## src/rtl/chip8_pkg.sv

```systemverilog
// Shared CHIP-8 control constants: CALL/RET opcodes, fault encodings
// and the call/return sequencer state type.
package chip8_pkg;

    localparam logic [3:0]  OP_CALL_NIB = 4'h2;
    localparam logic [15:0] OP_RET      = 16'h00EE;

    localparam logic [1:0] FC_NONE = 2'd0;
    localparam logic [1:0] FC_OVF  = 2'd1;
    localparam logic [1:0] FC_UNF  = 2'd2;
    localparam logic [1:0] FC_ILL  = 2'd3;

    typedef enum logic [2:0] {
        ST_IDLE,
        ST_PUSH,
        ST_POP,
        ST_WAIT,
        ST_DONE,
        ST_FAULT
    } state_e;

endpackage

```

## src/rtl/call_ret_ctrl_if.sv

```systemverilog
// Request handshake into the call/return sequencer.
// master = instruction issuer, slave = call_ret_ctrl.
interface call_ret_ctrl_if #(
    parameter int PC_W = 12
);
    logic            req_valid;
    logic            req_ready;
    logic [15:0]     opcode;
    logic [PC_W-1:0] pc_in;

    modport master (
        output req_valid, opcode, pc_in,
        input  req_ready
    );

    modport slave (
        input  req_valid, opcode, pc_in,
        output req_ready
    );
endinterface

```

## src/rtl/call_ret_ctrl.sv

```systemverilog
// CALL/RET sequencer: drives an external return-address stack and
// produces the new PC, with overflow/underflow/illegal fault reporting.
module call_ret_ctrl
    import chip8_pkg::*;
#(
    parameter int STACK_DEPTH = 16,
    parameter int PC_W        = 12
) (
    input  logic                         clk,
    input  logic                         rst_n,
    call_ret_ctrl_if.slave               req,
    output logic [PC_W-1:0]              pc_out,
    output logic                         pc_load,
    output logic                         done,
    output logic                         fault,
    output logic [1:0]                   fault_code,
    output logic                         stk_push,
    output logic                         stk_pop,
    output logic [15:0]                  stk_wdata,
    input  logic [15:0]                  stk_rdata,
    output logic [$clog2(STACK_DEPTH):0] depth
);

    localparam int DW = $clog2(STACK_DEPTH) + 1;

    state_e          state;
    logic [11:0]     tgt_q;
    logic            accept;
    logic            is_call;
    logic            is_ret;
    logic            full;
    logic            empty;
    logic [PC_W-1:0] ret_pc;

    assign req.req_ready = (state == ST_IDLE);
    assign accept  = req.req_valid && req.req_ready;
    assign is_call = (req.opcode[15:12] == OP_CALL_NIB);
    assign is_ret  = (req.opcode == OP_RET);
    assign full    = (depth == DW'(STACK_DEPTH));
    assign empty   = (depth == '0);
    assign ret_pc  = req.pc_in + PC_W'(2);

    // Outputs are registered on the edge entering the state that owns them.
    always_ff @(posedge clk or negedge rst_n) begin
        if (!rst_n) begin
            state      <= ST_IDLE;
            tgt_q      <= '0;
            pc_out     <= '0;
            pc_load    <= 1'b0;
            done       <= 1'b0;
            fault      <= 1'b0;
            fault_code <= FC_NONE;
            stk_push   <= 1'b0;
            stk_pop    <= 1'b0;
            stk_wdata  <= '0;
            depth      <= '0;
        end else begin
            pc_load  <= 1'b0;
            done     <= 1'b0;
            fault    <= 1'b0;
            stk_push <= 1'b0;
            stk_pop  <= 1'b0;
            unique case (state)
                ST_IDLE: begin
                    if (accept) begin
                        tgt_q      <= req.opcode[11:0];
                        fault_code <= FC_NONE;
                        unique case (1'b1)
                            is_call && !full: begin
                                state     <= ST_PUSH;
                                stk_push  <= 1'b1;
                                stk_wdata <= 16'(ret_pc);
                            end
                            is_call && full: begin
                                state      <= ST_FAULT;
                                done       <= 1'b1;
                                fault      <= 1'b1;
                                fault_code <= FC_OVF;
                            end
                            is_ret && !empty: begin
                                state   <= ST_POP;
                                stk_pop <= 1'b1;
                            end
                            is_ret && empty: begin
                                state      <= ST_FAULT;
                                done       <= 1'b1;
                                fault      <= 1'b1;
                                fault_code <= FC_UNF;
                            end
                            default: begin
                                state      <= ST_FAULT;
                                done       <= 1'b1;
                                fault      <= 1'b1;
                                fault_code <= FC_ILL;
                            end
                        endcase
                    end
                end
                ST_PUSH: begin
                    depth   <= depth + DW'(1);
                    pc_out  <= PC_W'(tgt_q);
                    done    <= 1'b1;
                    pc_load <= 1'b1;
                    state   <= ST_DONE;
                end
                ST_POP: begin
                    depth <= depth - DW'(1);
                    state <= ST_WAIT;
                end
                // Stack read data lands one cycle after the pop strobe.
                ST_WAIT: begin
                    pc_out  <= stk_rdata[PC_W-1:0];
                    done    <= 1'b1;
                    pc_load <= 1'b1;
                    state   <= ST_DONE;
                end
                ST_DONE:  state <= ST_IDLE;
                ST_FAULT: state <= ST_IDLE;
                default:  state <= ST_IDLE;
            endcase
        end
    end

endmodule

```

## src/flat_wrapper.sv

```systemverilog
// flat-port wrapper written by rule: the top's interface ports become plain ports
module call_ret_ctrl_flat import chip8_pkg::*;
#(
    parameter int STACK_DEPTH = 16,
    parameter int PC_W        = 12
)
  (clk, rst_n, pc_out, pc_load, done, fault, fault_code, stk_push, stk_pop, stk_wdata, stk_rdata, depth, req_req_valid, req_opcode, req_pc_in, req_req_ready);
  call_ret_ctrl_if #(.PC_W(PC_W)) req_i ();
  input  logic clk;
  input  logic rst_n;
  output logic [PC_W-1:0] pc_out;
  output logic pc_load;
  output logic done;
  output logic fault;
  output logic [1:0] fault_code;
  output logic stk_push;
  output logic stk_pop;
  output logic [15:0] stk_wdata;
  input  logic [15:0] stk_rdata;
  output logic [$clog2(STACK_DEPTH):0] depth;
  input wire logic [$bits(req_i.req_valid)-1:0] req_req_valid;
  input wire logic [$bits(req_i.opcode)-1:0] req_opcode;
  input wire logic [$bits(req_i.pc_in)-1:0] req_pc_in;
  output wire logic [$bits(req_i.req_ready)-1:0] req_req_ready;
  assign req_i.req_valid = req_req_valid;
  assign req_i.opcode = req_opcode;
  assign req_i.pc_in = req_pc_in;
  assign req_req_ready = req_i.req_ready;
  call_ret_ctrl #(.STACK_DEPTH(STACK_DEPTH), .PC_W(PC_W)) u_core (.clk(clk), .rst_n(rst_n), .req(req_i), .pc_out(pc_out), .pc_load(pc_load), .done(done), .fault(fault), .fault_code(fault_code), .stk_push(stk_push), .stk_pop(stk_pop), .stk_wdata(stk_wdata), .stk_rdata(stk_rdata), .depth(depth));
endmodule
```

## config.mk

```make
export PLATFORM = sky130hd
export DESIGN_NAME = call_ret_ctrl_flat
export DESIGN_NICKNAME = d
export VERILOG_FILES = /design/src/rtl/chip8_pkg.sv /design/src/rtl/call_ret_ctrl_if.sv /design/src/rtl/call_ret_ctrl.sv /design/src/flat_wrapper.sv
export SDC_FILE = /design/constraint.sdc
export NUM_CORES = 1
export LEC_CHECK = 0
export ABC_CLOCK_PERIOD_IN_PS = 4850
export BUFFER_PORTS_ARGS = -buffer_cell sky130_fd_sc_hd__buf_2
export CELL_PAD_IN_SITES_DETAIL_PLACEMENT = 1
export CELL_PAD_IN_SITES_GLOBAL_PLACEMENT = 2
export CORE_UTILIZATION = 27
export CTS_CLUSTER_SIZE = 8
export DETAILED_ROUTE_END_ITERATION = 10
export PLACE_DENSITY = 0.81
export SYNTH_ARGS = -nofsm -noshare
export SYNTH_HDL_FRONTEND = slang
export SYNTH_SLANG_ARGS = --single-unit
```

## constraint.sdc

```tcl
create_clock -name clk -period 4.85 [get_ports clk]
set_input_delay 0 -clock clk [delete_from_list [all_inputs] [get_ports clk]]
set_output_delay 0 -clock clk [all_outputs]
set_load 0.01 [all_outputs]
```

# [After elaboration in Yosys (flattened, before gate mapping)]
# Cells that the tools add are included.
[op_classes] add_sub_neg=3 reduce_logical=15 n_eq_ne=7 muxes=17
[op_table] cell="$pmux W12 S2" count=1
[op_table] cell="$eq A16 B8 Y1 const B" count=1
[op_table] cell="$add A12 B2 Y12 const B" count=1
[op_table] cell="$mux W1" count=10
[op_table] cell="$pmux W5 S2" count=1
[op_table] cell="$pmux W3 S3" count=1
[op_table] cell="$eq A3 B2 Y1 const B" count=2
[op_table] cell="$pmux W2 S3" count=1
[op_table] cell="$pmux W3 S2" count=1
[op_table] cell="$add A5 B1 Y5 const B" count=1
[op_table] cell="$eq A5 B5 Y1 const B" count=1
[op_table] cell="$logic_and A1 B1 Y1" count=5
[op_table] cell="$logic_not A5 Y1" count=1
[op_table] cell="$sub A5 B1 Y5 const B" count=1
[op_table] cell="$eq A4 B2 Y1 const B" count=1
[op_table] cell="$reduce_bool A2 Y1" count=2
[op_table] cell="$reduce_or A2 Y1" count=2
[op_table] cell="$eq A3 B1 Y1 const B" count=1
[op_table] cell="$logic_not A3 Y1" count=1
[op_table] cell="$mux W3" count=1
[op_table] cell="$reduce_and A3 Y1" count=1
[op_table] cell="$logic_not A1 Y1" count=2
[op_table] cell="$ne A2 B2 Y1 const B" count=1
[op_table] cell="$pmux W1 S2" count=1
[op_table] cell="$reduce_and A2 Y1" count=1
[word_totals] regBits=51

# [Logic depth before layout (Yosys ltp)]
[depth] ltp_word=7 depth_mapped=8 mapped_depth_nobuf=8

# [Worst setup path after synthesis]
# Ideal clock, no wire load.
[synth_timing] path_type="register to register" from="register u_core.state[1]" to="register u_core.stk_wdata[0]" setup_slack_ns=2.951 synth_period_minus_slack_ns=1.899 setup_ns=0.125 path_stages_with_launch=7 arrival_time_ns=1.774 n_path_buf=3 path_cell_list="dfrtp_1 buf_6 or4b_1 buf_2 a211o_1 buf_6 mux2_4"
[synth_via] elab_chain_len=3
[synth_lines] element="from (decl)" line="call_ret_ctrl.sv:26" rtl="state_e state;"
[synth_lines] element="from (signal assigned)" line="call_ret_ctrl.sv:46" rtl="state <= ST_IDLE;"
[synth_lines] element="from (signal assigned)" line="call_ret_ctrl.sv:70" rtl="state <= ST_PUSH;"
[synth_lines] element="from (signal assigned)" line="call_ret_ctrl.sv:75" rtl="state <= ST_FAULT;"
[synth_lines] element="$logic_not A3 Y1 *" line="call_ret_ctrl.sv:35, call_ret_ctrl.sv:63"
[synth_lines] element="$logic_and A1 B1 Y1" line="call_ret_ctrl.sv:36" rtl="assign accept = req.req_valid && req.req_ready;"
[synth_lines] element="$reduce_and A3 Y1 (no source line) *"
[synth_lines] element="to (signal assigned)" line="call_ret_ctrl.sv:72" rtl="stk_wdata <= 16'(ret_pc);"
[synth_lines] element="to (decl)" line="call_ret_ctrl.sv:19" rtl="output logic [15:0] stk_wdata,"
# Mark *: on every way between the ends. The rest lies on a longest branch, timed or not.
# A chain may end at the register's enable or synchronous reset.

# [Worst setup path in the final report]
[layout_timing] from="register u_core.state[1]" to="register u_core.stk_wdata[2]"
# Same word-level chain as after synthesis.

==> out/metrics.csv <==
metric;value;unit
Worst Path Required;5050;ps
number of nets in the layout;402;
Worst Setup Path Type;flop to flop;
number of distinct library cell variants in the gate-level netlist after synthesis;34;
CTS Buf Count;5;
H-tree depth;2;
via total after detailed routing;2021;
number of hold violations in the final report;0;
post-synthesis cell area;0.00242;sq mm
kind of start point of the critical path;flop;
Total Routing Usage GR;13.6;%
clock network latency to the later pin of the worst-skew pair;310;ps
CP endpoint kind;flop;
largest fanout on the critical path;18;
number of max-slew violations in the final report;0;
Setup Skew;8.33;ps
leading post-synthesis cells by cell area;dfrtp_1 (53%), nand2_1 (10%), mux2i_1 (5.4%), xnor2_1 (3.6%), o21ai_0 (3.1%);
DRC viols;0;
CTS tree;done;
total of flip-flops plus latches after synthesis;51;
Critical Path AT;2890;ps
die extent in x;96.7;um
Vias per Instance;4.40;
transition at the pin with the smallest max-transition slack;919;ps
Register-to-Register Path Depth;3;
top cells by count, synth;nand2_1 (65), dfrtp_1 (51), o21ai_0 (15), mux2i_1 (13);
most frequent cell after synthesis;nand2_1;
Core Region;0.00872;sq mm
die extent in y;96.7;um
Pleak;1.61;nW
most area-hungry cell type in the Yosys netlist;dfrtp_1;
CTS Buffer Depth;2;
number of instances in the synthesized netlist;245;
final setup violating endpoints;0;
remaining global-route overflow;0;
wire length of the first global-routing pass;10200;um
Die ar.;0.00935;sq mm
Maximum Capacitance Violations;0;
final critical path time including I/O delays and setup;2690;ps
share of flip-flops with an asynchronous set or reset;100;%
placed inst area;0.00288;sq mm
gpl congestion;0.747;
layout-stage area growth over the synthesis result;34.6;%
count of nets left with antenna violations after detail routing;0;
root cell of the clock tree;clkbuf_8;
power per standard cell area;476;mW/mm^2
post-route standard cell area excluding fillers;0.00326;sq mm
drt first pass iters;4;
peak supply drop;0.000140;V
number of antenna violations at the first check in global routing;0;
register clock-pin slew on the reported worst setup and hold paths;90;ps
Cell Rows;34;
Hold Path Class;input port to flop;
Starting Density;27.8;%
WL/cell;13.8;um
count of routing violations after the opening detailed-route iteration;73;
outcome;completed;
post-route non-filler standard cell count;459;
Min-Delay Path Depth;3;
ANT cells;0;
number of setup buffers added after CTS;0;
sequential share of the synthesized area;52.7;%
share of final-layout standard cells stronger than drive strength 1;26.8;%
share of the clock period used by the worst path after layout;55.4;%
largest net degree at the start of global routing;52;
EDFF count, synth;0;
post-route setup TNS;0;ps
quantity of hold-fixing buffers added after cts;28;
number of input and output port buffers inserted;79;
total I/O pin count;88;
share of the core filled with cells in the final layout;37.4;%
final routed wirelength across all metal layers;6340;um
flip-flop cell with the highest count after synthesis;dfrtp_1;
Mapped Avg Cell Area;9.88;sq um
CTS-repair resized insts;0;
placed cell count;422;
number of synthesis warnings;0;
Sinks on Clock Net;51;
RSZ-0062 raised after global routing;no;
Achievable Freq;0.372;GHz
HPWL reported at the end of detailed placement;4450;um
number of global-route vias before repair;2078;
area share of the leading cell type in the synthesized netlist;52.7;%
max-slew headroom at the worst pin;38.7;%
## critical path, stage by stage (launching register included)
cell and delay [ps]:
dfrtp_1 690, or4b_1 950, a211o_1 570, mux2_4 370
## metrics by stage
step / total power, W / worst slack [ps] / hold WS (ps)
2_1_floorplan: 0.00105 / 2950 / -296
3_3_place_gp: 0.00127 / 2150 / 159
3_5_place_dp: 0.00129 / 2140 / 165
4_1_cts: 0.00156 / 2130 / 2.19
5_1_grt: 0.00167 / 2040 / 6.28
6_report: 0.00155 / 2160 / 3.82
## state kept, by name, indices dropped and copies added (netlist names)
name               cells
u_core.done            1
u_core.stk_pop         1
u_core.fault_code      2
u_core.depth           5
u_core.tgt_q          12
u_core.stk_push        1
u_core.pc_out         12
u_core.state           3
u_core.stk_wdata      12
u_core.pc_load         1
u_core.fault           1
## cell usage in the layout, fill, tap and decap left out
| master | Yosys | layout |
|---|---|---|
| and2_0 | 1 | 1 |
| nand2_1 | 65 | 65 |
| inv_6 | 0 | 1 |
| nor3_1 | 9 | 9 |
| clkbuf_1 | 6 | 1 |
| mux2_2 | 4 | 4 |
| clkbuf_8 | 0 | 5 |
| o21ai_1 | 8 | 8 |
| buf_4 | 4 | 1 |
| dfrtp_1 | 51 | 51 |
| nand3_1 | 4 | 4 |
| buf_2 | 1 | 79 |
| mux2i_1 | 13 | 13 |
| nand4bb_1 | 1 | 1 |
| o31ai_1 | 1 | 1 |
| a211o_1 | 1 | 1 |
| nand2b_1 | 4 | 4 |
| clkinvlp_4 | 0 | 1 |
| nor4_1 | 3 | 3 |
| conb_1 | 1 | 4 |
| xor2_1 | 3 | 3 |
| a21oi_1 | 4 | 4 |
| nor2_1 | 10 | 10 |
| fa_1 | 1 | 1 |
| or4b_1 | 2 | 2 |
| dlygate4sd3_1 | 0 | 29 |
| or4_1 | 1 | 1 |
| a21o_1 | 2 | 2 |
| mux2_4 | 2 | 2 |
| inv_1 | 7 | 7 |
| nor2b_1 | 1 | 1 |
| ha_1 | 4 | 4 |
| o21ai_0 | 15 | 15 |
| and4b_1 | 1 | 1 |
| a31o_2 | 1 | 1 |
| xnor2_1 | 10 | 10 |
| nand3b_1 | 1 | 1 |
## layout make-up
cell class              count  area, sq um
clock buffers               6         72.6
clock inverters             2         16.3
fillers                  1034         5460
inverters                   7         26.3
multi-input cells         176         1040
flip-flops and latches     51         1280
well taps                 108          135
repair buffers            109          693
## cells by family after synthesis
family / count (synthesis) / share of synthesized area [%]
and+or+nand+nor: 103 / 19.0
DFF: 51 / 52.7
AOI/OAI and AO/OA: 32 / 7.24
buffers and inverters: 21 / 4.86
muxes: 19 / 8.48
xor gates and xnor gates: 13 / 4.70
adders and majority gates: 5 / 2.89
other: 1 / 0.155
## per-layer routing
| metal | vias to the layer above | share of wire [%] | global-route usage [%] |
|---|---|---|---|
| li1 | 1015 | - | - |
| met1 | 947 | 45 | 17.2 |
| met2 | 49 | 50 | 24.1 |
| met3 | 10 | 3.3 | 1.95 |
| met4 | 0 | 1.5 | 4.25 |
| met5 | - | 0 | 0 |
## power breakdown
| part | switching, W | internal [W] |
|---|---|---|
| combinational | 0.000324 | 0.000262 |
| sequential | 0.000113 | 0.000600 |
| clock | 0.000147 | 0.000104 |
## path summary, 6_finish.rpt
check	from	end	slack, ps
setup reg to reg	u_core.state[1]	u_core.stk_wdata[2]	2160
min in group asynchronous	rst_n	u_core.pc_out[3]	330
hold / removal	req_pc_in[5]	u_core.stk_wdata[5]	4
hold reg to reg	u_core.pc_out[8]	u_core.pc_out[8]	480
max in group asynchronous	rst_n	u_core.depth[0]	4060
setup / recovery	u_core.state[1]	u_core.stk_wdata[2]	2160
Power figures use the tool's default switching activity.
